[src/rtl/instr_fetch_queue_pkg.sv]
// Shared fetch/decode definitions: reset PC, NOP encoding, opcodes and the queue entry layout.
package instr_fetch_queue_pkg;

  localparam logic [31:0] RESET_PC_DEFAULT = 32'h0000_0000;
  localparam logic [31:0] INSTR_NOP        = 32'h0000_0013;

  localparam logic [6:0] OP_LUI    = 7'b0110111;
  localparam logic [6:0] OP_AUIPC  = 7'b0010111;
  localparam logic [6:0] OP_JAL    = 7'b1101111;
  localparam logic [6:0] OP_JALR   = 7'b1100111;
  localparam logic [6:0] OP_BRANCH = 7'b1100011;
  localparam logic [6:0] OP_LOAD   = 7'b0000011;
  localparam logic [6:0] OP_STORE  = 7'b0100011;
  localparam logic [6:0] OP_IMM    = 7'b0010011;
  localparam logic [6:0] OP_REG    = 7'b0110011;

  // One prefetch queue entry: PC tag alongside the fetched word.
  typedef struct packed {
    logic [31:0] pc;
    logic [31:0] instr;
  } fetch_entry_t;

  function automatic logic [6:0] instr_opcode(input logic [31:0] instr);
    return instr[6:0];
  endfunction

  function automatic logic [2:0] instr_funct3(input logic [31:0] instr);
    return instr[14:12];
  endfunction

  function automatic logic [6:0] instr_funct7(input logic [31:0] instr);
    return instr[31:25];
  endfunction

endpackage

[src/rtl/instr_fetch_queue_if.sv]
// Fetch-side bus bundle: instruction memory request/response, EX redirect and decode handshake.
interface instr_fetch_queue_if;

  logic        imem_req;
  logic [31:0] imem_addr;
  logic        imem_gnt;
  logic        imem_rvalid;
  logic [31:0] imem_rdata;
  logic        redirect_valid;
  logic [31:0] redirect_pc;
  logic        if_valid;
  logic [31:0] if_instr;
  logic [31:0] if_pc;
  logic        if_ready;

  // Fetch unit side.
  modport master (
    output imem_req, imem_addr, if_valid, if_instr, if_pc,
    input  imem_gnt, imem_rvalid, imem_rdata, redirect_valid, redirect_pc, if_ready
  );

  // Memory / EX / decode side.
  modport slave (
    input  imem_req, imem_addr, if_valid, if_instr, if_pc,
    output imem_gnt, imem_rvalid, imem_rdata, redirect_valid, redirect_pc, if_ready
  );

endinterface

[src/rtl/instr_fetch_queue_fifo.sv]
// Synchronous FIFO with flush; read data is the head entry, visible combinationally.
module instr_fetch_queue_fifo #(
  parameter int unsigned WIDTH = 64,
  parameter int unsigned DEPTH = 4
) (
  input  logic                       clk,
  input  logic                       rst,
  input  logic                       flush,
  input  logic                       push,
  input  logic [WIDTH-1:0]           wdata,
  input  logic                       pop,
  output logic [WIDTH-1:0]           rdata,
  output logic                       full,
  output logic                       empty,
  output logic [$clog2(DEPTH):0]     count
);

  localparam int unsigned PtrW = $clog2(DEPTH);
  localparam logic [PtrW:0] FullCnt = (PtrW+1)'(DEPTH);

  logic [WIDTH-1:0] mem_q [DEPTH];
  logic [PtrW-1:0]  wr_ptr_q, rd_ptr_q;
  logic [PtrW:0]    count_q, count_d;
  logic             do_push, do_pop;

  assign empty = (count_q == '0);
  assign full  = (count_q == FullCnt);
  assign count = count_q;
  assign rdata = mem_q[rd_ptr_q];

  // A full FIFO still accepts a push when the head leaves in the same cycle.
  assign do_pop  = pop && !empty;
  assign do_push = push && (!full || do_pop);

  // Occupancy next-state.
  always_comb begin
    count_d = count_q;
    if (do_push && !do_pop) begin
      count_d = count_q + 1'b1;
    end else if (do_pop && !do_push) begin
      count_d = count_q - 1'b1;
    end
  end

  // Pointers and occupancy; flush empties the queue without touching storage.
  always_ff @(posedge clk) begin
    if (rst || flush) begin
      wr_ptr_q <= '0;
      rd_ptr_q <= '0;
      count_q  <= '0;
    end else begin
      if (do_push) wr_ptr_q <= wr_ptr_q + 1'b1;
      if (do_pop)  rd_ptr_q <= rd_ptr_q + 1'b1;
      count_q <= count_d;
    end
  end

  // Entry storage, no reset needed.
  always_ff @(posedge clk) begin
    if (do_push) mem_q[wr_ptr_q] <= wdata;
  end

endmodule

[src/rtl/instr_fetch_queue.sv]
// Instruction fetch: PC generation, credit-limited imem requests, prefetch queue toward decode.
module instr_fetch_queue
  import instr_fetch_queue_pkg::*;
#(
  parameter int unsigned DEPTH    = 4,
  parameter logic [31:0] RESET_PC = RESET_PC_DEFAULT
) (
  input  logic                clk,
  input  logic                rst,
  instr_fetch_queue_if.master bus
);

  localparam int unsigned     CntW      = $clog2(DEPTH) + 1;
  localparam logic [CntW+1:0] CreditMax = (CntW+2)'(DEPTH);

  logic [31:0]     pc_q, pc_d;
  logic [CntW-1:0] outstanding_q, outstanding_d;
  logic [CntW-1:0] discard_q, discard_d;
  logic [CntW-1:0] q_count, tag_count;
  logic [CntW+1:0] credit_used;
  logic            req, grant, resp_keep, resp_drop, if_valid_int, pop;
  logic            q_empty, q_full, tag_empty, tag_full;
  logic [31:0]     tag_pc;
  fetch_entry_t    q_wdata, q_rdata;
  logic            unused_status;

  // Every slot is reserved at grant time, so an accepted response always finds room.
  assign credit_used = {2'b00, q_count} + {2'b00, outstanding_q} + {2'b00, discard_q};
  assign req         = !rst && !bus.redirect_valid && (credit_used < CreditMax);
  assign grant       = req && bus.imem_gnt;
  assign resp_drop   = bus.imem_rvalid && (discard_q != '0);
  assign resp_keep   = bus.imem_rvalid && (discard_q == '0);

  assign if_valid_int = !q_empty && !rst;
  assign pop          = if_valid_int && bus.if_ready;

  assign q_wdata.pc    = tag_pc;
  assign q_wdata.instr = bus.imem_rdata;

  assign bus.imem_req  = req;
  assign bus.imem_addr = pc_q;
  assign bus.if_valid  = if_valid_int;
  assign bus.if_instr  = q_rdata.instr;
  assign bus.if_pc     = q_rdata.pc;

  assign unused_status = ^{q_full, tag_empty, tag_full, tag_count};

  // PC tags of granted requests, matched in order against kept responses.
  instr_fetch_queue_fifo #(
    .WIDTH(32),
    .DEPTH(DEPTH)
  ) u_tag_fifo (
    .clk   (clk),
    .rst   (rst),
    .flush (bus.redirect_valid),
    .push  (grant),
    .wdata (pc_q),
    .pop   (resp_keep),
    .rdata (tag_pc),
    .full  (tag_full),
    .empty (tag_empty),
    .count (tag_count)
  );

  // Prefetch queue of {pc, instr} entries feeding decode.
  instr_fetch_queue_fifo #(
    .WIDTH($bits(fetch_entry_t)),
    .DEPTH(DEPTH)
  ) u_data_fifo (
    .clk   (clk),
    .rst   (rst),
    .flush (bus.redirect_valid),
    .push  (resp_keep),
    .wdata (q_wdata),
    .pop   (pop),
    .rdata (q_rdata),
    .full  (q_full),
    .empty (q_empty),
    .count (q_count)
  );

  // Next PC and credit bookkeeping; a redirect turns all in-flight requests into discards.
  always_comb begin
    pc_d          = pc_q;
    outstanding_d = outstanding_q;
    discard_d     = discard_q;
    if (bus.redirect_valid) begin
      pc_d          = bus.redirect_pc & ~32'h3;
      outstanding_d = '0;
      discard_d     = discard_q + outstanding_q - CntW'(bus.imem_rvalid);
    end else begin
      if (grant) pc_d = pc_q + 32'd4;
      outstanding_d = outstanding_q + CntW'(grant) - CntW'(resp_keep);
      discard_d     = discard_q - CntW'(resp_drop);
    end
  end

  // Fetch state registers.
  always_ff @(posedge clk) begin
    if (rst) begin
      pc_q          <= RESET_PC;
      outstanding_q <= '0;
      discard_q     <= '0;
    end else begin
      pc_q          <= pc_d;
      outstanding_q <= outstanding_d;
      discard_q     <= discard_d;
    end
  end

endmodule

[src/flat_wrapper.sv]
// flat-port wrapper written by rule: the top's interface ports become plain ports
module instr_fetch_queue_flat import instr_fetch_queue_pkg::*;
#(
  parameter int unsigned DEPTH    = 4,
  parameter logic [31:0] RESET_PC = RESET_PC_DEFAULT
)
  (clk, rst, bus_imem_req, bus_imem_addr, bus_if_valid, bus_if_instr, bus_if_pc, bus_imem_gnt, bus_imem_rvalid, bus_imem_rdata, bus_redirect_valid, bus_redirect_pc, bus_if_ready);
  instr_fetch_queue_if bus_i ();
  input  logic clk;
  input  logic rst;
  output wire logic [$bits(bus_i.imem_req)-1:0] bus_imem_req;
  output wire logic [$bits(bus_i.imem_addr)-1:0] bus_imem_addr;
  output wire logic [$bits(bus_i.if_valid)-1:0] bus_if_valid;
  output wire logic [$bits(bus_i.if_instr)-1:0] bus_if_instr;
  output wire logic [$bits(bus_i.if_pc)-1:0] bus_if_pc;
  input wire logic [$bits(bus_i.imem_gnt)-1:0] bus_imem_gnt;
  input wire logic [$bits(bus_i.imem_rvalid)-1:0] bus_imem_rvalid;
  input wire logic [$bits(bus_i.imem_rdata)-1:0] bus_imem_rdata;
  input wire logic [$bits(bus_i.redirect_valid)-1:0] bus_redirect_valid;
  input wire logic [$bits(bus_i.redirect_pc)-1:0] bus_redirect_pc;
  input wire logic [$bits(bus_i.if_ready)-1:0] bus_if_ready;
  assign bus_imem_req = bus_i.imem_req;
  assign bus_imem_addr = bus_i.imem_addr;
  assign bus_if_valid = bus_i.if_valid;
  assign bus_if_instr = bus_i.if_instr;
  assign bus_if_pc = bus_i.if_pc;
  assign bus_i.imem_gnt = bus_imem_gnt;
  assign bus_i.imem_rvalid = bus_imem_rvalid;
  assign bus_i.imem_rdata = bus_imem_rdata;
  assign bus_i.redirect_valid = bus_redirect_valid;
  assign bus_i.redirect_pc = bus_redirect_pc;
  assign bus_i.if_ready = bus_if_ready;
  instr_fetch_queue #(.DEPTH(DEPTH), .RESET_PC(RESET_PC)) u_core (.clk(clk), .rst(rst), .bus(bus_i));
endmodule
[config.mk]
export PLATFORM = sky130hd
export DESIGN_NAME = instr_fetch_queue_flat
export DESIGN_NICKNAME = d
export VERILOG_FILES = /design/src/rtl/instr_fetch_queue_pkg.sv /design/src/rtl/instr_fetch_queue_if.sv /design/src/rtl/instr_fetch_queue_fifo.sv /design/src/rtl/instr_fetch_queue.sv /design/src/flat_wrapper.sv
export SDC_FILE = /design/constraint.sdc
export NUM_CORES = 1
export LEC_CHECK = 0
export ABC_AREA = 1
export BUFFER_PORTS_ARGS = -buffer_cell sky130_fd_sc_hd__buf_2
export CAP_MARGIN = 30
export CELL_PAD_IN_SITES_DETAIL_PLACEMENT = 1
export CELL_PAD_IN_SITES_GLOBAL_PLACEMENT = 1
export CORE_MARGIN = 10
export CORE_UTILIZATION = 35
export CTS_CLUSTER_SIZE = 40
export DETAILED_ROUTE_END_ITERATION = 8
export GPL_TIMING_DRIVEN = 0
export PLACE_DENSITY = 0.73
export SETUP_SLACK_MARGIN = 0.05
export SYNTH_ARGS = -nofsm -noshare
export SYNTH_HDL_FRONTEND = slang
export SYNTH_SLANG_ARGS = --single-unit
[constraint.sdc]
create_clock -name clk -period 12.81 [get_ports clk]
set_clock_uncertainty 0.1 [all_clocks]
set_input_delay 2.562 -clock clk [delete_from_list [all_inputs] [get_ports clk]]
set_output_delay 2.562 -clock clk [all_outputs]
set_load 0.01 [all_outputs]
# [Word level (Yosys, flattened, before mapping)]
# Memories as Yosys holds them, arrays and structs flattened. A register that Yosys moved wholly into a read port is not among the register bits.
# Index checks and enable logic that the tools add are counted.
# Widths: inputs -> output; s select.
[totals] reg_bits=52 latch_bits=0 mem_bits_rw=384 mem_bits_ro=0 word_cells=82 mem_count=2
[mem_list] name="u_core.u_data_fifo.mem_q" depth=4 word_bits=64 read_ports=1 rd_clocked_by_memory_dff=1 write_ports=1 line_no="instr_fetch_queue_fifo.sv:21" source="logic [WIDTH-1:0] mem_q [DEPTH];"
[mem_list] name="u_core.u_tag_fifo.mem_q" depth=4 word_bits=32 read_ports=1 rd_clocked_by_memory_dff=1 write_ports=1 line_no="instr_fetch_queue_fifo.sv:21"
[op_classes] add_sub_neg=16 n_mul=0 n_div=0 magnitude_cmp=1 n_eq_ne=2 n_shift=0 mux=15 n_bitwise=0 reduce_logical=36
[op_table] op="$mux 32" n=2
[op_table] op="$add 32x3->32 const B" n=1
[op_table] op="$logic_and 1x1->1" n=15
[op_table] op="$mux 3" n=5
[op_table] op="$logic_not 1->1" n=10
[op_table] op="$logic_not 3->1" n=3
[op_table] op="$sub 3x1->3" n=3
[op_table] op="$add 2x1->2 const B" n=4
[op_table] op="$mux 2" n=4
[op_table] op="$add 3x1->3 const B" n=2
[op_table] op="$eq 3x3->1 const B" n=2
[op_table] op="$reduce_bool 2->1" n=3
[op_table] op="$sub 3x1->3 const B" n=2
[op_table] op="$add 5x3->5" n=1
[op_table] op="$lt 5x3->1 const B" n=1
[op_table] op="$add 3x3->4" n=1
[op_table] op="$mux 1" n=4
[op_table] op="$add 3x1->3" n=1
[op_table] op="$add 3x3->3" n=1
[op_table] op="$logic_or 1x1->1" n=3
[op_table] op="$reduce_bool 3->1" n=1
[op_table] op="$reduce_or 2->1" n=1

# [Depth between registers and ports, before layout]
# Gate-level depths: netlist of the first run.
[depth] ltp_word=11 mapped_depth=19

# [Cells and area by module]
# A second synthesis of the first run with hierarchy kept.
[hier_totals] hier_cells=1547 hier_area_um2=18176.2
[modules_own_cells] mod="instr_fetch_queue_fifo at u_core.u_data_fifo" instances=1 cells_each=692 area_per_inst_um2=9997.1 seq_area_each_um2=7867.5
[modules_own_cells] mod="instr_fetch_queue_fifo at u_core.u_tag_fifo" instances=1 cells_each=382 area_per_inst_um2=5281.3 seq_area_each_um2=4023.9
[modules_own_cells] mod="instr_fetch_queue" instances=1 cells_each=473 area_per_inst_um2=2897.8 seq_area_each_um2=720.7

# [Least setup slack after synthesis of the first run]
# Ideal clock, no wire load.
[synth_timing] path_kind="input to register" from="input port rst" to="memory u_core.u_data_fifo.mem_q[0][0] (enable)" setup_time_ns=0.482 arrival_time_ns=5.606 slack_ns=6.621 stages=5 n_path_buf=0 cell_sequence="inv_2 -> nand3_1 -> nand4_1 -> nand2_1 -> nor2_1"
[synth_between] elab_chain_len=8
[synth_rtl] item="from (decl)" line_no="flat_wrapper.sv:10" source="input logic rst;"
[synth_rtl] item="$logic_not 1->1" line_no="instr_fetch_queue.sv:34" source="assign if_valid_int = !q_empty && !rst;"
[synth_rtl] item="$logic_and 1x1->1" line_no="instr_fetch_queue.sv:34"
[synth_rtl] item="$logic_and 1x1->1" line_no="instr_fetch_queue.sv:35" source="assign pop = if_valid_int && bus.if_ready;"
[synth_rtl] item="$logic_and 1x1->1" line_no="instr_fetch_queue_fifo.sv:32" source="assign do_pop = pop && !empty;"
[synth_rtl] item="$logic_or 1x1->1" line_no="instr_fetch_queue_fifo.sv:33" source="assign do_push = push && (!full || do_pop);"
[synth_rtl] item="$logic_and 1x1->1" line_no="instr_fetch_queue_fifo.sv:33"
[synth_rtl] item="$mux 1" line_no="instr_fetch_queue_fifo.sv:60" source="if (do_push) mem_q[wr_ptr_q] <= wdata;"
[synth_rtl] item="$mux 1 (implied by the code)" line_no="instr_fetch_queue_fifo.sv:60"
[synth_rtl] item="to (decl)" line_no="instr_fetch_queue_fifo.sv:21"
# No other way between the ends.

# [Final worst setup path of the first run]
[layout_timing] from="input port rst" to="output port bus_imem_req"
[layout_between] elab_chain_len=3
[layout_rtl] item="$logic_not 1->1" line_no="instr_fetch_queue.sv:29" source="assign req = !rst && !bus.redirect_valid && (credit_used < CreditMax);"
[layout_rtl] item="$logic_and 1x1->1 (2 in series)" line_no="instr_fetch_queue.sv:29"
[layout_rtl] item="to (decl)" line_no="flat_wrapper.sv:11" source="output wire logic [$bits(bus_i.imem_req)-1:0] bus_imem_req;"
# No other way between the ends.

==> out/metrics.json, run 1 <==
{
  "synthSimpleGateAreaFrac": 0.123,
  "maxCapViolCount": 0,
  "worst-endpoint-required_ps": 10150,
  "timing.critical_path.arrival_ps": 3420,
  "synth_compound_area_frac": 0.108,
  "finalNetCount": 1825,
  "mux_contribution_to_synthesized_area": 0,
  "globalRouteOverflowTotal": 0,
  "routed-via-count": 12200,
  "synth_cells": 1506,
  "track_usage": 0.163,
  "post_cts_resize_count": 0,
  "timing.critical_path.from_type": "input pin",
  "rsz0062_at_grt": "false",
  "fraction_of_final_layout_cells_with_drive_strength_greater_than_1": 0.161,
  "drc": 0,
  "leading_area_contributor_after_synthesis": "edfxtp_1",
  "crit_fanout": 6,
  "synth_top_family_by_area": "simple AND/OR/NAND/NOR gates",
  "area.growth.synth_to_final_pct": 18.7,
  "synthTopCellsByCount": "368 x edfxtp_1, 260 x nor2_1, 203 x nand2_1",
  "tritoncts": "done",
  "place.port_buffers": 160,
  "synth_warnings": 0,
  "maxSlewHeadroom": 0.472,
  "diode_insertion_count_for_antenna_repair": 0,
  "dieHeight_um": 243,
  "wl_mm": 49.5,
  "gpl.final_weighted_congestion": 0.865,
  "ys_types": 38,
  "insertion_delay_ps": 560,
  "power-per-cell-area_nw_per_um2": 151,
  "crit_path_start": "rst",
  "clock_tree.htree_level_count": 2,
  "first_pass_iters": 4,
  "die_wd_um": 243,
  "syn_area_per_cell_sq_um": 11.5,
  "netSwitchingPower_uw": 777,
  "clk_path_buf_depth": 3,
  "ys_seq_elements": 422,
  "register_area_sq_um": 12100,
  "synthXorXnorAreaFrac": 0.00807,
  "mappedNetlistArea_sq_um": 17400,
  "cts_hold_buffers": 0,
  "drt_first_iter_violations": 832,
  "ant_nets": 0,
  "floorplan.initialDensity": 0.354,
  "synth_adder_area_share": 0.0223,
  "worst-r2r-cell-count": 19,
  "synth_largest_type_area_fraction": 0.636,
  "core-area_sq_um": 49100,
  "finalSetupTns_ps": 0,
  "crit_type": "in -> out",
  "fin_crit_sh": 0.475,
  "timing_max_transition_violations_final": 0,
  "finalCoreUtilization": 0.420,
  "worst_slew_pin_tran_ps": 791,
  "root_buffer": "clkbuf_16",
  "timing.hold.worst.class": "reg -> reg",
  "cts.sinks": 422,
  "asyncSetResetFlopFracSynth": 0,
  "synthMostInstantiatedCell": "edfxtp_1",
  "synth-edff-count": 368,
  "cellLeakagePower_nw": 7.37,
  "capturing_point_of_the_worst_reg2reg_path": "u_core.u_tag_fifo.count[2]",
  "std_cell_rows": 81,
  "cts-buffers-inserted": 44,
  "multi_input_comb_area_sq_um": 4600,
  "post_drt_via_cell_ratio": 5.04,
  "power.ir.vdd_worst_uv": 84.9,
  "cellInternalPower_mw": 2.33,
  "power.share.sequential": 0.517,
  "yosysSeqAreaShare": 0.698,
  "share_clk_of_total_power": 0.379,
  "cts_setup_buffers": 0,
  "finalSetupViolations": 0,
  "top_level_ports": 168,
  "antenna_found_initial": 0,
  "result_of_the_run": "complete, no violations",
  "wl_per_cell_um": 20.4,
  "worst_r2r_startpoint": "u_core.u_data_fifo.count[0]",
  "timing.critical_path.to_type": "output pin",
  "comb_power_share": 0.104,
  "dieArea_sq_um": 58900,
  "grt_pass1_wl_mm": 75.7,
  "hpwl_mm": 33.9,
  "maximum_number_of_pins_on_one_net_before_global_route_repair": 29,
  "yosys_most_used_dff": "edfxtp_1",
  "path_clk_slew_ps": 60,
  "synth_top_cells_by_area": "edfxtp_1 64%, dfxtp_1 6.2%, o21ai_0 5.7%, nor2_1 5.6%, nand2_1 4.4%",
  "sw_frac_of_total": 0.250,
  "final.fill_count": 5376,
  "endpoint": "bus_imem_req",
  "final.min_clock_period_ps": 6080,
  "timing.reg2reg.setup_slack_ps": 9340,
  "grt_pass1_vias": 13100,
  "timing.fmax_mhz": 164,
  "hold_viol_final": 0
}
==> logic make-up (layout without fill, tap and decap cells) <==
group | count (synthesis) | after routing
buffers and inverters | 171 | 419
other | 1 | 4
AND/OR/NAND/NOR | 528 | 528
XOR/XNOR | 16 | 16
flip-flops | 422 | 422
AO/OA/AOI/OAI | 340 | 340
adder cells (fa/ha/maj) | 28 | 28
==> power by group through the flow <==
stage / clock network, mW / registers [mW] / logic [mW]
finish: 1.18 / 1.61 / 0.324
global route: 1.27 / 1.61 / 0.362
detailed placement: 0 / 1.64 / 0.331
floorplan: 0 / 1.63 / 0.181
global placement: 0 / 1.64 / 0.302
CTS: 1.21 / 1.61 / 0.333
==> cells in the final DEF, fill, tap and decap left out, drive strengths merged, types with 6 or more instances in the layout <==
| cell type | instances |
|---|---|
| inv | 94 |
| nand3 | 53 |
| nand2 | 205 |
| clkinvlp | 6 |
| xor2 | 6 |
| a21oi | 39 |
| clkbuf | 110 |
| o22ai | 92 |
| edfxtp | 368 |
| ha | 23 |
| o21ai | 200 |
| buf | 197 |
| xnor2 | 10 |
| dfxtp | 54 |
| clkinv | 11 |
| nor2 | 263 |
==> routing by layer <==
| metal | up-vias | part of all wire | track usage |
|---|---|---|---|
| met4 | 0 | 0.023 | 0.0482 |
| li1 | 5748 | - | - |
| met1 | 6061 | 0.43 | 0.201 |
| met5 | - | 0 | 0 |
| met3 | 64 | 0.056 | 0.0311 |
| met2 | 340 | 0.49 | 0.284 |
==> registers in the layout, indices dropped and copies added, names as in the netlist, named ones only <==
signal,count
u_core.u_data_fifo.mem_q,248
u_core.u_data_fifo.count,3
u_core.discard_q,3
u_core.u_tag_fifo.rd_ptr_q,2
u_core.outstanding_q,3
u_core.bus.imem_addr,30
u_core.u_data_fifo.wr_ptr_q,2
u_core.u_tag_fifo.wr_ptr_q,2
u_core.u_data_fifo.rd_ptr_q,2
u_core.u_tag_fifo.mem_q,120
u_core.u_tag_fifo.count,3
==> worst min path at each step <==
stage / slack, ps / startpoint / endpoint / depth (start not counted)
global placement: 360 / u_core.u_tag_fifo.count[2] / u_core.u_tag_fifo.count[2] / 2
floorplan: 350 / u_core.u_tag_fifo.count[2] / u_core.u_tag_fifo.count[2] / 2
CTS: 410 / u_core.u_data_fifo.rd_ptr_q[1] / flip-flop / 1
global route: 440 / u_core.u_data_fifo.rd_ptr_q[1] / flip-flop / 1
detailed placement: 390 / u_core.u_data_fifo.rd_ptr_q[1] / u_core.u_data_fifo.rd_ptr_q[1] / 1
finish: 400 / u_core.u_data_fifo.rd_ptr_q[1] / flip-flop / 1
==> cell type report <==
cell class / count / share of cell area
Sequential cell: 422 / 0.588
Multi-Input combinational cell: 916 / 0.223
Clock buffer: 57 / 0.0558
Timing Repair Buffer: 172 / 0.0512
Tap cell: 664 / 0.0403
Buffer: 78 / 0.0172
Inverter: 93 / 0.0170
Clock inverter: 19 / 0.00716
==> through the flow <==
stage               instances  hold WS, ps  area (sq um)  setup WS, ps  power, mW
finish                   2421          404         20600          6730       3.11
global placement         2333          358         19000          3960       1.94
global route             2421          439         20600          6670       3.24
detailed placement       2345          388         19300          6720       1.97
CTS                      2421          409         20600          6710       3.15
floorplan                1509          349         17400          6620       1.81
==> worst max-delay path, stage by stage <==
cell and delay, ps:
buf_2 160, inv_2 130, nand2_2 80, nor2_4 160, nand3_4 120, inv_1 70
buf_2 130
Note: power is estimated with default switching activity, not from simulation.
==> inputs of run 2 (changes only) <==
--- a/config.mk
+++ b/config.mk
@@ -5,7 +5,7 @@
 export SDC_FILE = /design/constraint.sdc
 export NUM_CORES = 1
 export LEC_CHECK = 0
-export ABC_AREA = 1
+export ABC_AREA = 0
 export BUFFER_PORTS_ARGS = -buffer_cell sky130_fd_sc_hd__buf_2
 export CAP_MARGIN = 30
 export CELL_PAD_IN_SITES_DETAIL_PLACEMENT = 1
@@ -15,7 +15,7 @@
 export CTS_CLUSTER_SIZE = 40
 export DETAILED_ROUTE_END_ITERATION = 8
 export GPL_TIMING_DRIVEN = 0
-export PLACE_DENSITY = 0.73
+export PLACE_DENSITY = 0.72
 export SETUP_SLACK_MARGIN = 0.05
 export SYNTH_ARGS = -nofsm -noshare
 export SYNTH_HDL_FRONTEND = slang
==> constraint.sdc (replaced) <==
create_clock -name clk -period 5.53 [get_ports clk]
set_clock_uncertainty 0.1 [all_clocks]
set_input_delay 1.106 -clock clk [delete_from_list [all_inputs] [get_ports clk]]
set_output_delay 1.106 -clock clk [all_outputs]
set_load 0.01 [all_outputs]
==> run 2 against run 1 <==
Compared with the run above:
- worst setup slack got worse by 5800 ps
- die area decreased by 4.7%
- via count decreased by 29%
- count of clock-buffer cells in the layout decreased by 6
- first-iteration DRC count decreased by 29%
- highest routed layer unchanged
- combinational power increased to 2.9 times the previous value
==> out/metrics.json, run 2 <==
{
  "result_of_the_run": "complete, no violations",
  "grt_util_met2": 0.226,
  "hpwl_mm": 26.3,
  "final.fill_count": 4526,
  "timing_max_transition_violations_final": 0,
  "dieArea_sq_um": 56200,
  "grt_util_met1": 0.176,
  "routed-via-count": 8729,
  "synth_top_cells_by_area": "edfxtp_1 67%, mux4_2 13%, dfxtp_1 6.6%, ha_1 1.7%, nor2_1 0.75%",
  "mostFrequentLayoutCell": "edfxtp_1",
  "fin_crit_sh": 0.829,
  "grt_pass1_wl_mm": 59.9,
  "synth-edff-count": 368,
  "synthSimpleGateAreaFrac": 0.0497,
  "leading_area_contributor_after_synthesis": "edfxtp_1",
  "synth_warnings": 0,
  "use_met3": 0.0345,
  "cts_setup_buffers": 0,
  "ys_seq_elements": 422,
  "hold_viol_final": 0,
  "syn_area_per_cell_sq_um": 19.0,
  "synthMostInstantiatedCell": "edfxtp_1",
  "maximum_number_of_pins_on_one_net_before_global_route_repair": 46,
  "worst-endpoint-required_ps": 4320,
  "dieHeight_um": 237,
  "path_clk_slew_ps": 60,
  "tritoncts": "done",
  "finalNetCount": 1180,
  "cellLeakagePower_nw": 6.53,
  "area.growth.synth_to_final_pct": 19.6,
  "cts-buffers-inserted": 44,
  "gpl.final_weighted_congestion": 0.833,
  "grt_pass1_vias": 9535,
  "crit_type": "reg -> out",
  "final_cell_count_no_fill": 1725,
  "timing.hold.worst.class": "reg -> reg",
  "fraction_of_final_layout_cells_with_drive_strength_greater_than_1": 0.315,
  "finalCoreUtilization": 0.423,
  "maxCapViolCount": 0,
  "synth_cells": 868,
  "fin_worst_hold_slack_ps": 445,
  "post_drt_via_cell_ratio": 5.06,
  "timing.critical_path.from_type": "flip-flop",
  "cts_hold_buffers": 0,
  "wl_per_cell_um": 22.7,
  "synth_compound_area_frac": 0.0327,
  "synthXorXnorAreaFrac": 0.0106,
  "wl_mm": 39.1,
  "ys_types": 57,
  "drc": 0,
  "ant_nets": 0,
  "globalRoute.busiestLayer": "met2",
  "dpl-instance-area_sq_um": 18200,
  "final.min_clock_period_ps": 4580,
  "clk_path_buf_depth": 3,
  "timing.critical_path.to_type": "output pin",
  "asyncSetResetFlopFracSynth": 0,
  "placed_cells": 1641,
  "final_design_area_no_fill_sq_um": 19700,
  "core-area_sq_um": 46600,
  "yosysSeqAreaShare": 0.736,
  "std_cell_rows": 79,
  "synthTopCellsByCount": "368 x edfxtp_1, 92 x mux4_2, 54 x dfxtp_1",
  "multi_input_comb_area_sq_um": 4110,
  "die_wd_um": 237,
  "worst_slew_pin_tran_ps": 905,
  "place.port_buffers": 159,
  "maxSlewHeadroom": 0.397,
  "rsz0062_at_grt": "false",
  "mappedNetlistArea_sq_um": 16500,
  "antenna_found_initial": 0,
  "power-per-cell-area_nw_per_um2": 396,
  "synth_adder_area_share": 0.0235,
  "floorplan.initialDensity": 0.354,
  "cts.sinks": 422,
  "register_area_sq_um": 12100,
  "root_buffer": "clkbuf_16",
  "synth_top_family_by_area": "multiplexers",
  "synth_largest_type_area_fraction": 0.670,
  "timing.critical_path.arrival_ps": 3380,
  "registers.top_by_ff_count": "u_core.u_data_fifo.mem_q",
  "top_level_ports": 168,
  "first_pass_iters": 5,
  "final_cell_mix": "368 x edfxtp_1, 160 x buf_2, 92 x mux4_2",
  "track_usage": 0.138,
  "crit_fanout": 7,
  "post_cts_resize_count": 0,
  "mux_contribution_to_synthesized_area": 0.131,
  "yosys_most_used_dff": "edfxtp_1",
  "largest_reg_flops": 248,
  "clock_tree.htree_level_count": 2,
  "power.ir.vdd_worst_uv": 207,
  "finalSetupViolations": 0,
  "drt_first_iter_violations": 590,
  "insertion_delay_ps": 580,
  "timing.fmax_mhz": 218,
  "globalRouteOverflowTotal": 0,
  "diode_insertion_count_for_antenna_repair": 0
}
[run 2: area by class of cell]
class                           count  share of cell area
Clock buffer                       51              0.0582
Sequential cell                   422               0.616
Inverter                           24             0.00457
Clock inverter                     31              0.0189
Buffer                             42             0.00921
Tap cell                          607              0.0385
Timing Repair Buffer              165              0.0467
Multi-Input combinational cell    383               0.208
[run 2: per-layer routing]
metal / share of wire / wire length, um
met5: 0 / 0
met4: 0.020 / 801
met3: 0.061 / 2370
met2: 0.49 / 19000
met1: 0.43 / 16900
[run 2: worst paths after layout]
path,startpoint,end,slack [ps],cells past startpoint
worst max-delay path,u_core.u_data_fifo.count[0],bus_imem_req,950,8
worst min-delay path,u_core.u_data_fifo.rd_ptr_q[1],u_core.u_data_fifo.rd_ptr_q[1],450,2
worst max register to register,u_core.u_data_fifo.count[0],u_core.u_tag_fifo.count[2],1040,14
worst min register to register,u_core.u_data_fifo.rd_ptr_q[1],u_core.u_data_fifo.rd_ptr_q[1],450,2
[run 2: power by group]
group	internal (mW)	switching (mW)	total, mW
clock	1.83	1.24	3.07
combinational	0.399	0.535	0.934
sequential	3.70	0.107	3.81
total	5.93	1.88	7.81
[run 2: logic make-up (layout without fill, tap and decap cells)]
| kind of cell | count (synthesis) | in the layout |
|---|---|---|
| AND/OR/NAND/NOR | 157 | 157 |
| other | 1 | 4 |
| flip-flops | 422 | 422 |
| adder cells (fa/ha/maj) | 28 | 28 |
| multiplexers | 100 | 100 |
| AO/OA/AOI/OAI | 74 | 74 |
| XOR/XNOR | 20 | 20 |
| buffers and inverters | 66 | 313 |
[run 2: worst max-delay path, stage by stage (launching register included)]
cell and delay (ps):
dfxtp_1 390, ha_1 270, fa_1 380, xor2_1 160, ha_1 280, or4_4 570
a211oi_4 420, and2_1 210, buf_2 130
[run 2: per-stage QoR]
step / power (mW) / TNS, ps / worst slack, ps
after floorplan: 4.42 / 0 / 1220
after global placement: 4.79 / -97590 / -436
after detailed placement: 4.84 / 0 / 1030
after CTS: 7.92 / 0 / 936
after global routing: 8.14 / 0 / 817
final: 7.81 / 0 / 946
==> inputs of run 3 (changes only) <==
--- a/config.mk
+++ b/config.mk
@@ -5,7 +5,7 @@
 export SDC_FILE = /design/constraint.sdc
 export NUM_CORES = 1
 export LEC_CHECK = 0
-export ABC_AREA = 0
+export ABC_AREA = 1
 export BUFFER_PORTS_ARGS = -buffer_cell sky130_fd_sc_hd__buf_2
 export CAP_MARGIN = 30
 export CELL_PAD_IN_SITES_DETAIL_PLACEMENT = 1
@@ -15,7 +15,7 @@
 export CTS_CLUSTER_SIZE = 40
 export DETAILED_ROUTE_END_ITERATION = 8
 export GPL_TIMING_DRIVEN = 0
-export PLACE_DENSITY = 0.72
+export PLACE_DENSITY = 0.75
 export SETUP_SLACK_MARGIN = 0.05
 export SYNTH_ARGS = -nofsm -noshare
 export SYNTH_HDL_FRONTEND = slang
==> constraint.sdc (replaced) <==
create_clock -name clk -period 4.2 [get_ports clk]
set_clock_uncertainty 0.1 [all_clocks]
set_input_delay 0.84 -clock clk [delete_from_list [all_inputs] [get_ports clk]]
set_output_delay 0.84 -clock clk [all_outputs]
set_load 0.01 [all_outputs]
==> run 3 against run 2 <==
Compared with the run above:
- sequential power rose by 29%
- critical path depth fell by 2
- non-clock buffer count rose by 42
- core utilization fell by 0.32 points
- combinational power rose by 6.2%
- die area rose by 4.9%
- sequential share of layout area fell by 2.7 points
- critical path type unchanged
- critical endpoint is now bus_if_pc[25]
- highest routed layer unchanged
==> out/metrics.json, run 3 (synthesized netlist as in run 1, its figures left out) <==
{
  "result_of_the_run": "complete, no violations",
  "cts.sinks": 422,
  "maxCapViolCount": 0,
  "worst_slew_pin_tran_ps": 954,
  "post_cts_resize_count": 0,
  "cts_hold_buffers": 0,
  "die_wd_um": 243,
  "worst-endpoint-required_ps": 3260,
  "wl_per_cell_um": 21.1,
  "crit_fanout": 10,
  "power-per-cell-area_nw_per_um2": 462,
  "finalSetupTns_ps": 0,
  "drt_first_iter_violations": 921,
  "timing.critical_path.from_type": "flip-flop",
  "final.min_clock_period_ps": 3630,
  "maximum_number_of_pins_on_one_net_before_global_route_repair": 31,
  "timing.hold.worst.class": "in -> reg",
  "fin_crit_sh": 0.865,
  "grt_pass1_vias": 13400,
  "antenna_found_initial": 0,
  "timing.critical_path.arrival_ps": 2690,
  "root_buffer": "clkbuf_16",
  "rsz0062_at_grt": "false",
  "dieHeight_um": 243,
  "tot_pwr_mw": 9.52,
  "mostFrequentLayoutCell": "edfxtp_1",
  "timing.fmax_mhz": 275,
  "globalRouteOverflowTotal": 0,
  "power.ir.vdd_worst_uv": 228,
  "place.port_buffers": 160,
  "area.growth.synth_to_final_pct": 18.6,
  "final_cell_mix": "368 x edfxtp_1, 252 x nor2_1, 203 x nand2_1",
  "ant_nets": 0,
  "dieArea_sq_um": 58900,
  "diode_insertion_count_for_antenna_repair": 0,
  "registers.top_by_ff_count": "u_core.u_data_fifo.mem_q",
  "routed-via-count": 12300,
  "post_drt_via_cell_ratio": 5.08,
  "gpl.final_weighted_congestion": 0.851,
  "cellLeakagePower_nw": 7.37,
  "path_clk_slew_ps": 60,
  "drc": 0,
  "top_level_ports": 168,
  "fraction_of_final_layout_cells_with_drive_strength_greater_than_1": 0.157,
  "hold_viol_final": 0,
  "maxSlewHeadroom": 0.362,
  "std_cell_rows": 81,
  "finalNetCount": 1824,
  "fin_worst_hold_slack_ps": 386,
  "timing.critical_path.to_type": "output pin",
  "core-area_sq_um": 49100,
  "grt_pass1_wl_mm": 78.1,
  "track_usage": 0.169,
  "hpwl_mm": 35.1,
  "final.fill_count": 5354,
  "wl_mm": 51.1,
  "largest_reg_flops": 248,
  "first_pass_iters": 7,
  "clock_tree.htree_level_count": 2,
  "cts_setup_buffers": 0,
  "insertion_delay_ps": 570,
  "finalSetupViolations": 0,
  "clk_path_buf_depth": 3,
  "tritoncts": "done",
  "floorplan.initialDensity": 0.354,
  "crit_type": "reg -> out",
  "timing_max_transition_violations_final": 0,
  "cts-buffers-inserted": 44
}
==> run 3: cell types whose count changed in the layout (fill, tap and decap cells not counted), moves of 10 or more <==
cell / change
nand3_1: +32
nor3_1: -11
mux4_2: -92
buf_12: +10
nand2_1: +172
o22ai_1: +90
a21oi_1: +14
nor2_1: +219
buf_1: -10
o21ai_0: +190
buf_2: +14
clkbuf_1: +37
a31oi_1: -11
inv_1: +65
==> run 3: layer usage <==
layer | global-route usage | vias to the layer above | wire length [um]
li1 | - | 5738 | -
met1 | 0.203 | 6147 | 21500
met2 | 0.300 | 342 | 25600
met3 | 0.0356 | 74 | 2870
met4 | 0.0459 | 0 | 1120
met5 | 0 | - | 0
==> run 3: power by group <==
group	leakage [nW]	switching (mW)	internal (mW)	total, mW
registers	3.80	0.122	4.78	4.90
clock network	0.627	1.58	2.05	3.63
logic	2.94	0.652	0.340	0.992
total	7.37	2.35	7.17	9.52
==> run 3: critical path, cell delays in order, from the launching register on <==
cell	delay [ps]
dfxtp_1	290
clkbuf_1	310
inv_1	370
clkbuf_1	470
o21ai_0	190
o22ai_1	290
buf_2	200
==> run 3: layout make-up <==
type | instances | area (sq um) | share of cell area
Sequential cell | 422 | 12100 | 0.589
Clock inverter | 19 | 120 | 0.00583
Multi-Input combinational cell | 916 | 4600 | 0.223
Timing Repair Buffer | 171 | 1020 | 0.0495
Clock buffer | 58 | 1200 | 0.0580
Tap cell | 664 | 831 | 0.0403
Inverter | 93 | 350 | 0.0170
Buffer | 78 | 355 | 0.0172
==> run 3: through the flow <==
stage / utilization / area (sq um) / setup WS (ps) / instances
final: 0.420 / 20600 / 565 / 2421
after global routing: 0.420 / 20600 / 374 / 2421
after CTS: 0.420 / 20600 / 478 / 2421
after detailed placement: 0.393 / 19300 / 703 / 2344
after global placement: 0.388 / 19000 / -2980 / 2333
after floorplan: - / 17400 / -267 / 1509
==> run 3: worst paths after layout <==
check,start,endpoint,slack (ps),cells past startpoint
worst min-delay path,bus_imem_rdata[27],u_core.u_data_fifo.mem_q[3][27],390,1
worst max register to register,u_core.u_data_fifo.count[0],u_core.u_tag_fifo.count[2],710,19
worst min register to register,u_core.u_tag_fifo.count[2],u_core.u_tag_fifo.count[2],390,2
worst max-delay path,flip-flop,bus_if_pc[25],570,6
